--- src/rtl/lsab_pkg.sv ---
// lsab_pkg: shared constants, FIFO id type and write-scheduler FSM encodings for lsab_cw.
package lsab_pkg;

    localparam int LSAB_NFIFO = 4;
    localparam int LSAB_DW    = 32;

    typedef logic [1:0] fifo_id_t;

    localparam logic [1:0] ST_IDLE  = 2'd0;
    localparam logic [1:0] ST_BURST = 2'd1;
    localparam logic [1:0] ST_GAP   = 2'd2;

endpackage

--- src/rtl/lsab_rr_pick.sv ---
// lsab_rr_pick: combinational round-robin winner search starting after rr_ptr.
// LSAB_WSCHED_PRIO_EN: FIFO 0 wins whenever eligible.
module lsab_rr_pick
    import lsab_pkg::*;
(
    input  logic [LSAB_NFIFO-1:0] elig,
    input  fifo_id_t              rr_ptr,
    output logic                  found,
    output fifo_id_t              win
);

    fifo_id_t idx;

    // Walk from the farthest candidate back to rr_ptr+1 so the nearest eligible one sticks.
    always_comb begin
        found = 1'b0;
        win   = '0;
        idx   = '0;
        for (int i = LSAB_NFIFO; i >= 1; i--) begin
            idx = rr_ptr + fifo_id_t'(i);
            if (elig[idx]) begin
                found = 1'b1;
                win   = idx;
            end
        end
`ifdef LSAB_WSCHED_PRIO_EN
        if (elig[0]) begin
            found = 1'b1;
            win   = '0;
        end
`endif
    end

endmodule

--- src/rtl/lsab_cw_wsched.sv ---
// lsab_cw_wsched: round-robin burst scheduler sharing the lsab_cw write port among four producers.
// LSAB_WSCHED_PRIO_EN: FIFO 0 gets strict priority; FIFOs 1..3 keep rotating among themselves.
module lsab_cw_wsched
    import lsab_pkg::*;
#(
    parameter int BURST_MAX = 8,
    parameter int CNT_W     = 4
) (
    input  logic                  CLK,
    input  logic                  RST,
    input  logic [LSAB_NFIFO-1:0] SRC_VALID,
    output logic [LSAB_NFIFO-1:0] SRC_READY,
    input  logic [LSAB_DW-1:0]    SRC_DATA_0,
    input  logic [LSAB_DW-1:0]    SRC_DATA_1,
    input  logic [LSAB_DW-1:0]    SRC_DATA_2,
    input  logic [LSAB_DW-1:0]    SRC_DATA_3,
    input  logic [LSAB_NFIFO-1:0] BFULL,
    output logic                  WRITE,
    output fifo_id_t              WRITE_FIFO,
    output logic [LSAB_DW-1:0]    IN,
    output logic                  BUSY
);

    logic [1:0]         state_q, state_d;
    fifo_id_t           gnt_q, gnt_d;
    fifo_id_t           rr_ptr_q, rr_ptr_d;
    logic [CNT_W-1:0]   cnt_q, cnt_d;
    logic               write_q, write_d;
    fifo_id_t           write_fifo_q, write_fifo_d;
    logic [LSAB_DW-1:0] in_q, in_d;
    logic               busy_q, busy_d;

    logic [LSAB_NFIFO-1:0] elig;
    logic                  found;
    fifo_id_t              win;
    logic [LSAB_DW-1:0]    gnt_data;
    logic                  accept;
    logic                  last;

    assign elig = SRC_VALID & ~BFULL;

    lsab_rr_pick u_pick (
        .elig   (elig),
        .rr_ptr (rr_ptr_q),
        .found  (found),
        .win    (win)
    );

    assign gnt_data = (gnt_q == 2'd0) ? SRC_DATA_0 :
                      (gnt_q == 2'd1) ? SRC_DATA_1 :
                      (gnt_q == 2'd2) ? SRC_DATA_2 : SRC_DATA_3;

    // BFULL lags the filling write by a cycle; the one word accepted meanwhile rides the FIFO headroom.
    assign accept    = (state_q == ST_BURST) & elig[gnt_q];
    assign SRC_READY = accept ? (LSAB_NFIFO'(1) << gnt_q) : '0;
    assign last      = cnt_q == CNT_W'(BURST_MAX - 1);

    always_comb begin
        state_d      = state_q;
        gnt_d        = gnt_q;
        rr_ptr_d     = rr_ptr_q;
        cnt_d        = cnt_q;
        busy_d       = busy_q;
        write_d      = accept;
        write_fifo_d = accept ? gnt_q : write_fifo_q;
        in_d         = accept ? gnt_data : in_q;
        if (state_q == ST_IDLE) begin
            if (found) begin
                state_d = ST_BURST;
                gnt_d   = win;
`ifdef LSAB_WSCHED_PRIO_EN
                rr_ptr_d = (win == 2'd0) ? rr_ptr_q : win;
`else
                rr_ptr_d = win;
`endif
                cnt_d   = '0;
                busy_d  = 1'b1;
            end
        end else if (state_q == ST_BURST) begin
            cnt_d = accept ? cnt_q + 1'b1 : cnt_q;
            if (!accept || last) begin
                state_d = ST_GAP;
                busy_d  = 1'b0;
            end
        end else begin
            state_d = ST_IDLE;
            busy_d  = 1'b0;
        end
    end

    always_ff @(posedge CLK or negedge RST) begin
        if (!RST) begin
            state_q      <= ST_IDLE;
            gnt_q        <= '0;
            rr_ptr_q     <= 2'd3;
            cnt_q        <= '0;
            write_q      <= 1'b0;
            write_fifo_q <= '0;
            in_q         <= '0;
            busy_q       <= 1'b0;
        end else begin
            state_q      <= state_d;
            gnt_q        <= gnt_d;
            rr_ptr_q     <= rr_ptr_d;
            cnt_q        <= cnt_d;
            write_q      <= write_d;
            write_fifo_q <= write_fifo_d;
            in_q         <= in_d;
            busy_q       <= busy_d;
        end
    end

    assign WRITE      = write_q;
    assign WRITE_FIFO = write_fifo_q;
    assign IN         = in_q;
    assign BUSY       = busy_q;

endmodule

--- config.mk ---
export PLATFORM = sky130hd
export DESIGN_NAME = lsab_cw_wsched
export DESIGN_NICKNAME = d
export VERILOG_FILES = /design/src/rtl/lsab_pkg.sv /design/src/rtl/lsab_rr_pick.sv /design/src/rtl/lsab_cw_wsched.sv
export SDC_FILE = /design/constraint.sdc
export NUM_CORES = 1
export LEC_CHECK = 0
export BUFFER_PORTS_ARGS = -buffer_cell sky130_fd_sc_hd__buf_2
export CAP_MARGIN = 30
export CORE_MARGIN = 10
export CORE_UTILIZATION = 43
export DETAILED_ROUTE_END_ITERATION = 10
export GPL_TIMING_DRIVEN = 0
export PLACE_DENSITY = 0.8
export SLEW_MARGIN = 20
export SYNTH_ARGS = -nofsm -noshare
export SYNTH_HDL_FRONTEND = slang
export SYNTH_HIERARCHICAL = 1
export SYNTH_SLANG_ARGS = --single-unit
--- constraint.sdc ---
create_clock -name CLK -period 1.9 [get_ports CLK]
set_input_delay 0.095 -clock CLK [delete_from_list [all_inputs] [get_ports CLK]]
set_output_delay 0.095 -clock CLK [all_outputs]
set_load 0.02 [all_outputs]
---- After elaboration in Yosys (flattened, before gate mapping) ----
Index checks and enable logic that the tools add are counted.
word-level totals
  bits in registers ....................... 46
  input port bits ......................... 138
  output and inout bits ................... 40
  logic and storage cells ................. 70
cells by class
  add/subtract/negate cells ............... 4
  magnitude comparators ................... 5
  equal/unequal tests ..................... 6
  shifts and indexed selects .............. 1
  muxes and demuxes ....................... 34
  bitwise gates (word level) .............. 3
  reductions and logical operators ........ 9
operators with widths
  operator                                             number
  two-way mux 32 bit                                   3
  two-way mux 4 bit                                    5
  two-way mux 2 bit                                    8
  < comparator 2 x 3 -> 1 bit, second input constant   5
  two-way mux 1 bit                                    13
  binary-select mux 1 bit (select 2 bit)               5
  adder 2 bit, second input constant                   2
  adder 4 x 1 -> 4 bit, second input constant          1
  AND 4 bit                                            1
  equality test 2 x 1 -> 1 bit, second input constant  2
  equality test 4 x 3 -> 1 bit, second input constant  1
  zero test 2 bit                                      2
  NOT 4 bit                                            1
  AND reduction 2 bit                                  2
  nonzero test 2 bit                                   2
  << shifter 1 x 2 -> 4 bit, first input constant      1
  != test 3 x 2 -> 1 bit, second input constant        1
  AND reduction 3 bit                                  1
  adder 2 x 1 -> 2 bit, second input constant          1
  equality test 2 bit, second input constant           1
  != test 2 bit, second input constant                 1
  AND 1 bit                                            1
  zero test 1 bit                                      1
  logical OR 1 bit                                     1

---- Logic depth before layout (Yosys ltp) ----
Gate-level depths: netlist of the first run.
  word-level depth ........................ 10
  mapped depth ............................ 7
  mapped depth without buffers ............ 6

---- By module ----
The synthesis of the first run kept the hierarchy.
by module, submodules not included
  module          times used  cells an instance  area each (µm²)  seq. area each (µm²)
  lsab_cw_wsched  1           175                2,712.6          1,128.6
  lsab_rr_pick    1           14                 91.3             0.0

---- Worst setup path before layout of the first run ----
No wires, ideal clock.
  path type ............................... register -> register
  start ................................... reg state_q[0]
  end ..................................... reg in_q[0] (netlist: IN[0])
  arrival time ............................ 1,607 ps
  data required time ...................... 1,775 ps
  path slack .............................. 168 ps
  stages on the path, launching flop included .. 7
  path buffers ............................ 2
  period minus slack after synthesis ...... 1,732 ps
  cells stage by stage .................... dfrtp_1 > and2b_1 > o21ai_4 > nor3_4 > buf_6 > buf_6 > mux2_4
on the way
  cells in the longest elaborated chain, start to end .. 2
ends and longest elaborated chain
  element                       line                   source
  start, declared               lsab_cw_wsched.sv:24   logic [1:0] state_q, state_d;
  start signal, assigned        lsab_cw_wsched.sv:102  state_q <= state_d;
  equality test 2 x 1 -> 1 bit  lsab_cw_wsched.sv:54   assign accept = (state_q == ST_BURST) & elig[gnt_q];
  AND 1 bit                     lsab_cw_wsched.sv:54
  net accept                    lsab_cw_wsched.sv:37   logic accept;
  end signal, assigned          lsab_cw_wsched.sv:108  in_q <= in_d;
  end, declared                 lsab_cw_wsched.sv:30   logic [LSAB_DW-1:0] in_q, in_d;
The timed path passes the listed nets, and every way through them passes these cells.
A chain may end at the register's enable or synchronous reset.

---- Final worst setup path of the first run ----
  start ................................... reg gnt_q[0]
  end ..................................... reg in_q[0] (netlist: IN[0])
on the way
  cells in the longest elaborated chain, start to end .. 4
  elaborated cells on any way between the ends .. 9
  classes of those cells .................. 2 x eq/ne; 5 x mux; 1 x bitwise; 1 x reduce/logical
ends and longest elaborated chain
  element                 line                   source
  start, declared         lsab_cw_wsched.sv:25   fifo_id_t gnt_q, gnt_d;
  start signal, assigned  lsab_cw_wsched.sv:103  gnt_q <= gnt_d;
  equality test 2 bit     lsab_cw_wsched.sv:51   (gnt_q == 2'd2) ? SRC_DATA_2 : SRC_DATA_3;
  two-way mux 32 bit      lsab_cw_wsched.sv:51
  two-way mux 32 bit      lsab_cw_wsched.sv:50   (gnt_q == 2'd1) ? SRC_DATA_1 :
  two-way mux 32 bit      lsab_cw_wsched.sv:49   assign gnt_data = (gnt_q == 2'd0) ? SRC_DATA_0 :
Parallel ways exist; a longest one is shown, timed or not. The select of a mux whose other input is x is not followed.

==> metrics.md, run 1 <==
| Metric | Value |
|---|---|
| Status | `finished clean` |
| Post-synth ARST share | `between 90% and 100%` |
| Sequential fraction of the synthesis area | `40.2%` |
| Post-Synth XOR/XNOR Area | `0%` |
| Worst endpoint required time | `approximately 2100 ps` |
| Slew Limit Fails | `0` |
| IO buf count | `~180` |
| Synthesized Nets | `328` |
| Die width | `101 µm` |
| Netlist cell types | `35` |
| RePlAce Congestion | `0.828` |
| Min Tclk post-route | `1770 ps` |
| Adder and majority gate portion of the synthesized area | `0.446%` |
| Syn Area/Cell | `14.8 µm²` |
| Via/cell ratio | `5.23` |
| Initial Util | `44.2%` |
| Netlist area before placement | `2800 µm²` |
| Cell count after synthesis | `189` |
| Post-synthesis simple-gate area fraction | `about 9%` |
| H-tree Lvls | `2` |
| Final Hold Fails | `0` |
| Max-cap violations | `0` |
| Via count | `2375` |
| Skew final | `around 9.4 ps` |
| Largest family of logic cells by synthesized area | `multiplexers` |
| Setup TNS | `0 ps` |
| Fin nets | `515` |
| DRC | `0` |
| Critical path class | `register to register` |
| Hold Path Class | `input pin to register` |
| Number of synthesized register bits | `45` |
| Layout cells sized above 1 | `~70%` |
| Yosys top cell by area | `dfrtp_1` |
| Drt total wl | `8660 µm` |
| Die Y-Extent | `101 µm` |
| Io pins | `178` |
| Vias in the first global route | `between 2000 and 3000` |
| TritonCTS Buffers | `5` |
| Rel. slew slack | `59.1%` |
| Pwr Density | `approximately 1500 nW/µm²` |
| Antenna violations before repair | `0` |
| Area grow syn2layout | `42.0%` |
| Leak Pwr | `~2.0 nW` |
| Cell row count | `29` |
| Core area | `6350 µm²` |
| Final Cycle Share | `93.3%` |
| Max FO, Critical Path | `10` |
| Multiplexer area fraction after synthesis | `42.6%` |
| Root Driver | `clkbuf_8` |
| RSZ-0062 raised after global routing | `no` |
| CTS clock-pin slew for the worst setup and hold paths | `90 ps` |
| Worst slew pin tran | `614 ps` |
| Grt total ovfl | `0` |
| Synth Area in Compound Gates | `3.97%` |
| GRT Overall Usage | `16.6%` |
| Pre-antenna DRT Iters | `4` |
| Post-DRT Antenna Nets | `0` |
| TritonCTS sink count | `45` |
| WL/cell | `19.1 µm` |
| Crit. End Element | `register` |
| Top cell type's share of synthesized area | `38.4%` |
| Final setup viols | `0` |
| EDFF count, synth | `0` |
| HPWL after detailed placement | `7240 µm` |
| VDD IR max | `between 800 and 900 µV` |
| Die ar. | `10200 µm²` |
| Final hold slack | `220 ps` |
| Peak Freq | `about 560 MHz` |
| Yosys warns | `6` |
| CP Launch Type | `register` |
| Global-route wire length before repair | `13600 µm` |
| CTS tree | `built` |
| Clock latency on the worst-skew pair | `300 ps` |
| Max clock buf depth | `2` |
| Synth top area cells | `dfrtp_1, mux4_2, mux2_2` |
| Detailed router's first-iteration violation count | `47` |
| Largest net degree at the start of global routing | `27` |
| Arr. time, crit path | `1970 ps` |
| # diodes | `0` |
| Primary FF master, synth | `dfrtp_1` |
logic make-up (layout without fill, tap and decap cells):
logic type	after synthesis	after routing
fa+ha+maj	1	1
simple gates	47	47
buf+inv	14	202
flops	45	45
mux	70	70
compound gates	12	12
what timing repair did:
| action | 4_1_cts | 5_1_grt |
|---|---|---|
| endpoints found under the setup margin | 12 | 15 |
| setup buffers | 0 | 1 |
| pin swaps | 0 | 1 |
| gates resized for setup | 2 | 3 |
| hold buffers | 1 | 0 |
| hold endpoints to repair | 25 | 0 |
Yosys cell counts, drive strengths merged, types with 2 or more instances:
cell type   n
dfrtp      43
o21ai       2
and2b       5
mux2i       5
mux2       33
nor3        2
a21oi       4
mux4       32
clkbuf      3
nand2      20
inv         2
nor2        8
buf         9
dfstp       2
nand2b      6
worst max-delay path, cell delays in order (launching register included):
cell	delay, ps
dfrtp_1	400
buf_6	200
buf_4	240
mux4_1	570
mux2_4	270
flip-flops by register name (all words and copies together), names as in the netlist:
signal / flops
gnt_q: 2
WRITE_FIFO: 2
cnt_q: 4
rr_ptr_q: 2
state_q: 2
IN: 32
WRITE: 1
report_power, final:
group / switching [mW] / internal (mW) / total (mW)
logic: 1.71 / 1.75 / 3.45
clock network: 0.326 / 0.522 / 0.849
registers: 0.247 / 1.44 / 1.69
total: 2.28 / 3.71 / 5.99
cell usage in the layout, fill, tap and decap left out, types with 2 or more instances in the layout:
cell type / instances
a21oi_1: 3
and2b_1: 5
buf_2: 178
buf_4: 4
buf_6: 5
bufinv_16: 2
clkbuf_2: 2
clkbuf_8: 5
dfrtp_1: 43
dfstp_2: 2
inv_1: 2
mux2_2: 29
mux2_4: 4
mux2i_1: 5
mux4_1: 10
mux4_2: 22
nand2_1: 19
nand2b_1: 6
nor2_1: 8
per-layer routing:
layer  track usage, %  routed length (µm)  part of all wire, %  vias up
li1                 -                   -                    -     1104
met1             18.1                3260                   38     1172
met2             30.7                4740                   55       96
met3             5.14                 634                  7.3        3
met4             3.59                  28                 0.32        0
met5                0                   0                    0        -
cell type report:
| cell class | count | area, µm² |
|---|---|---|
| plain buffers | 12 | 101 |
| clock buffers | 5 | 68.8 |
| clock inverters | 3 | 65.1 |
| fillers | 531 | 2370 |
| inverters | 2 | 7.51 |
| multi-input cells | 130 | 1570 |
| flip-flops and latches | 45 | 1130 |
| well taps | 77 | 96.3 |
| repair buffers | 180 | 943 |
per-stage QoR:
stage / area [µm²] / power [mW] / setup slack, ps / instances / util [%]
3_3_place_gp: 3790 / 5.07 / 74.7 / 443 / 59.6
5_1_grt: 3980 / 6.39 / 6.00 / 454 / 62.7
6_report: 3980 / 5.99 / 127 / 454 / 62.7
4_1_cts: 3960 / 6.05 / 50.0 / 453 / 62.4
3_5_place_dp: 3810 / 5.18 / 11.9 / 444 / 60.1
2_1_floorplan: 2800 / 4.18 / 168 / 189 / -
path summary, 6_finish.rpt:
| kind | start | endpoint | slack, ps | cells after the start |
|---|---|---|---|---|
| setup / recovery | gnt_q[0] | IN[0] | 130 | 4 |
| hold / removal | SRC_DATA_3[2] | IN[2] | 220 | 3 |
| setup reg to reg | gnt_q[0] | IN[0] | 130 | 4 |
| hold reg to reg | rr_ptr_q[0] | rr_ptr_q[0] | 490 | 2 |
| max in group asynchronous | RST | rr_ptr_q[1] | 970 | 3 |
| min in group asynchronous | RST | state_q[0] | 320 | 2 |
Power figures use the tool's default switching activity.
==> inputs of run 2 (changes only) <==
CAP_MARGIN = default   (was 30)
CORE_UTILIZATION = 44   (was 43)
PLACE_DENSITY = 0.81   (was 0.8)
SYNTH_HIERARCHICAL = default   (was 1)
clock period = 1.8 ns   (was 1.9 ns; I/O delays follow)
==> metrics.md, run 2 <==
| Metric | Value |
|---|---|
| Status | `finished with violations` |
| Failing checks | `negative setup slack` |
| Antenna violations before repair | `0` |
| Multiplexer area fraction after synthesis | `43.7%` |
| Hold Path Class | `input pin to register` |
| H-tree Lvls | `2` |
| DRC | `0` |
| Switching Fraction | `38.1%` |
| Number of synthesized register bits | `45` |
| Max reg flops | `32` |
| Worst endpoint required time | `1970 ps` |
| Syn Area/Cell | `14.7 µm²` |
| Post-Route Utilization | `65.1%` |
| Global-route wire length before repair | `roughly 16000 µm` |
| Skew final | `roughly 12 ps` |
| Core area | `6390 µm²` |
| Pre-antenna DRT Iters | `4` |
| Netlist area before placement | `2920 µm²` |
| EDFF count, synth | `0` |
| Comb pwr share | `roughly 60%` |
| TritonCTS sink count | `45` |
| Io pins | `178` |
| Top cell type's share of synthesized area | `between 30% and 40%` |
| Reg2reg setup slack | `-20 ps` |
| Drt total wl | `10000 µm` |
| Root Driver | `clkbuf_8` |
| Post-DRT Antenna Nets | `0` |
| IO buf count | `177` |
| TritonCTS Buffers | `5` |
| Netlist cell types | `36` |
| Worst slew pin tran | `616 ps` |
| Final std cell area, no fill | `4160 µm²` |
| Cell Chain, Critical Path | `inv_4, mux4_2, and2_4, buf_8, mux2_4` |
| Post-synth top cells | `dfrtp_1, mux4_2, mux2_4, nand2_1` |
| WL/cell | `21.5 µm` |
| Grt total ovfl | `0` |
| Fill cells | `523` |
| Leak Pwr | `2.05 nW` |
| Yosys warns | `0` |
| Max-cap violations | `0` |
| Final Hold Fails | `0` |
| Die ar. | `about 10000 µm²` |
| Sequential Power Share | `27.9%` |
| Final hold slack | `172 ps` |
| Placed Area | `3910 µm²` |
| Slew Limit Fails | `0` |
| Max FO, Critical Path | `6` |
| Post-synth ARST share | `100%` |
| CTS tree | `built` |
| Die Y-Extent | `101 µm` |
| Final setup viols | `24` |
| Clk pwr share | `12.1%` |
| CP Launch Type | `register` |
| VDD IR max | `907 µV` |
| Sequential fraction of the synthesis area | `38.7%` |
| Layout cells sized above 1 | `70.5%` |
| Clock latency on the worst-skew pair | `300 ps` |
| Yosys top cell by area | `dfrtp_1` |
| Area grow syn2layout | `42.4%` |
| Largest net degree at the start of global routing | `46` |
| Post-Synth XOR/XNOR Area | `0%` |
| Rel. slew slack | `58.9%` |
| NetSw | `2.48 mW` |
| Cell count after synthesis | `around 200` |
| Final WS setup | `-21.7 ps` |
| CP max stage cell | `mux4_2` |
| Vias in the first global route | `2833` |
| Primary FF master, synth | `dfrtp_1` |
| Synth top area cells | `dfrtp_1, mux4_2, mux2_4` |
| Cell Int Power | `4.04 mW` |
| Largest family of logic cells by synthesized area | `multiplexers` |
| Pwr Density | `around 1600 nW/µm²` |
| Most common cell after layout, fill and taps aside | `buf_2` |
| Fin nets | `528` |
| # diodes | `0` |
| GRT Overall Usage | `19.1%` |
| Post-synthesis simple-gate area fraction | `7.72%` |
| Final Cycle Share | `101%` |
| Cell row count | `29` |
| Critical path class | `register to register` |
| Initial Util | `45.7%` |
| Critical path's largest stage delay | `500 ps` |
| HPWL after detailed placement | `8250 µm` |
| Arr. time, crit path | `2000 ps` |
| Max clock buf depth | `2` |
| Top-count cell post-synth | `dfrtp_1` |
| CTS clock-pin slew for the worst setup and hold paths | `70 ps` |
| Min Tclk post-route | `around 1800 ps` |
| Detailed router's first-iteration violation count | `72` |
| RSZ-0062 raised after global routing | `yes` |
| Commonest cells after routing, fill and taps aside | `buf_2, dfrtp_1, mux4_2, mux2_4, nand2_1` |
| Adder and majority gate portion of the synthesized area | `0.429%` |
| Peak Freq | `549 MHz` |
| Via count | `2546` |
| RePlAce Congestion | `just over 0.8` |
| Die width | `101 µm` |
| Crit. End Element | `register` |
| Via/cell ratio | `5.45` |
| Synth Area in Compound Gates | `approximately 4.5%` |
| Synthesized Nets | `338` |
run 2: cell count changes in the layout (fill, tap and decap cells not counted), moves of 5 or more:
cell	delta
o21ai_0	+8
mux2_2	-29
nand2_1	-7
nor2_1	-5
mux4_2	+11
nand3_1	+5
mux2_4	+29
mux4_1	-10
run 2: path summary, 6_finish.rpt:
kind / start / to / cells past startpoint
min in group asynchronous: RST / IN[30] / 2
max: gnt_q[1] / IN[15] / 5
max reg2reg: gnt_q[1] / IN[15] / 5
max in group asynchronous: RST / gnt_q[1] / 2
min reg2reg: IN[28] / IN[28] / 1
min: SRC_VALID[0] / rr_ptr_q[0] / 4
run 2: cell type report:
class	count	area (µm²)	share of cell area, %
buffer	14	150	3.61
clock buffer	7	86.3	2.08
clock inverter	1	30.0	0.722
inverter	1	6.26	0.150
multi-input combinational	136	1670	40.1
sequential	45	1130	27.2
tap	77	96.3	2.32
timing repair buffer	186	990	23.8
run 2: layer usage:
| layer | up-vias | GRT usage (%) | share of wire, % |
|---|---|---|---|
| met5 | - | 0 | 0 |
| met4 | 0 | 4.18 | 1.1 |
| met3 | 12 | 6.06 | 9.1 |
| met2 | 136 | 34.9 | 53 |
| met1 | 1246 | 21.2 | 37 |
| li1 | 1152 | - | - |
run 2: cells by family after synthesis:
| family | Yosys count |
|---|---|
| buffers and inverters | 18 |
| muxes | 72 |
| DFF | 45 |
| AOI/OAI and AO/OA | 22 |
| and+or+nand+nor | 41 |
| adders and majority gates | 1 |
run 2: through the flow:
stage	instances	setup TNS, ps	total power, mW	worst slack (ps)
detailed placement	453	-6910	5.50	-234
CTS	467	-1580	6.52	-61.3
global route	467	-1940	6.90	-73.5
global placement	453	-6170	5.38	-215
floorplan	199	-3490	4.43	-130
finish	467	-211	6.52	-21.7
run 2: worst max-delay path, delay by kind of cell (launching register included):
kind | cells | cell delay, ps
buffers and inverters | 2 | 220
flip-flops | 1 | 450
multiplexers | 2 | 800
AND/OR/NAND/NOR | 1 | 240
run 2: what timing repair did:
action / CTS / global route
setup endpoints to repair: 38 / 39
hold buffers: 1 / 0
gates cloned: 1 / 0
endpoints found under the hold margin: 43 / 0
buffers inserted: 5 / 2
resized for setup: 16 / 7
run 2: power by group through the flow:
stage	Combinational, mW	Clock (mW)	Sequential (mW)
2_1_floorplan	2.18	0	2.25
3_3_place_gp	3.64	0	1.74
3_5_place_dp	3.72	0	1.79
4_1_cts	3.95	0.802	1.77
5_1_grt	4.17	0.843	1.88
6_report	3.91	0.788	1.82
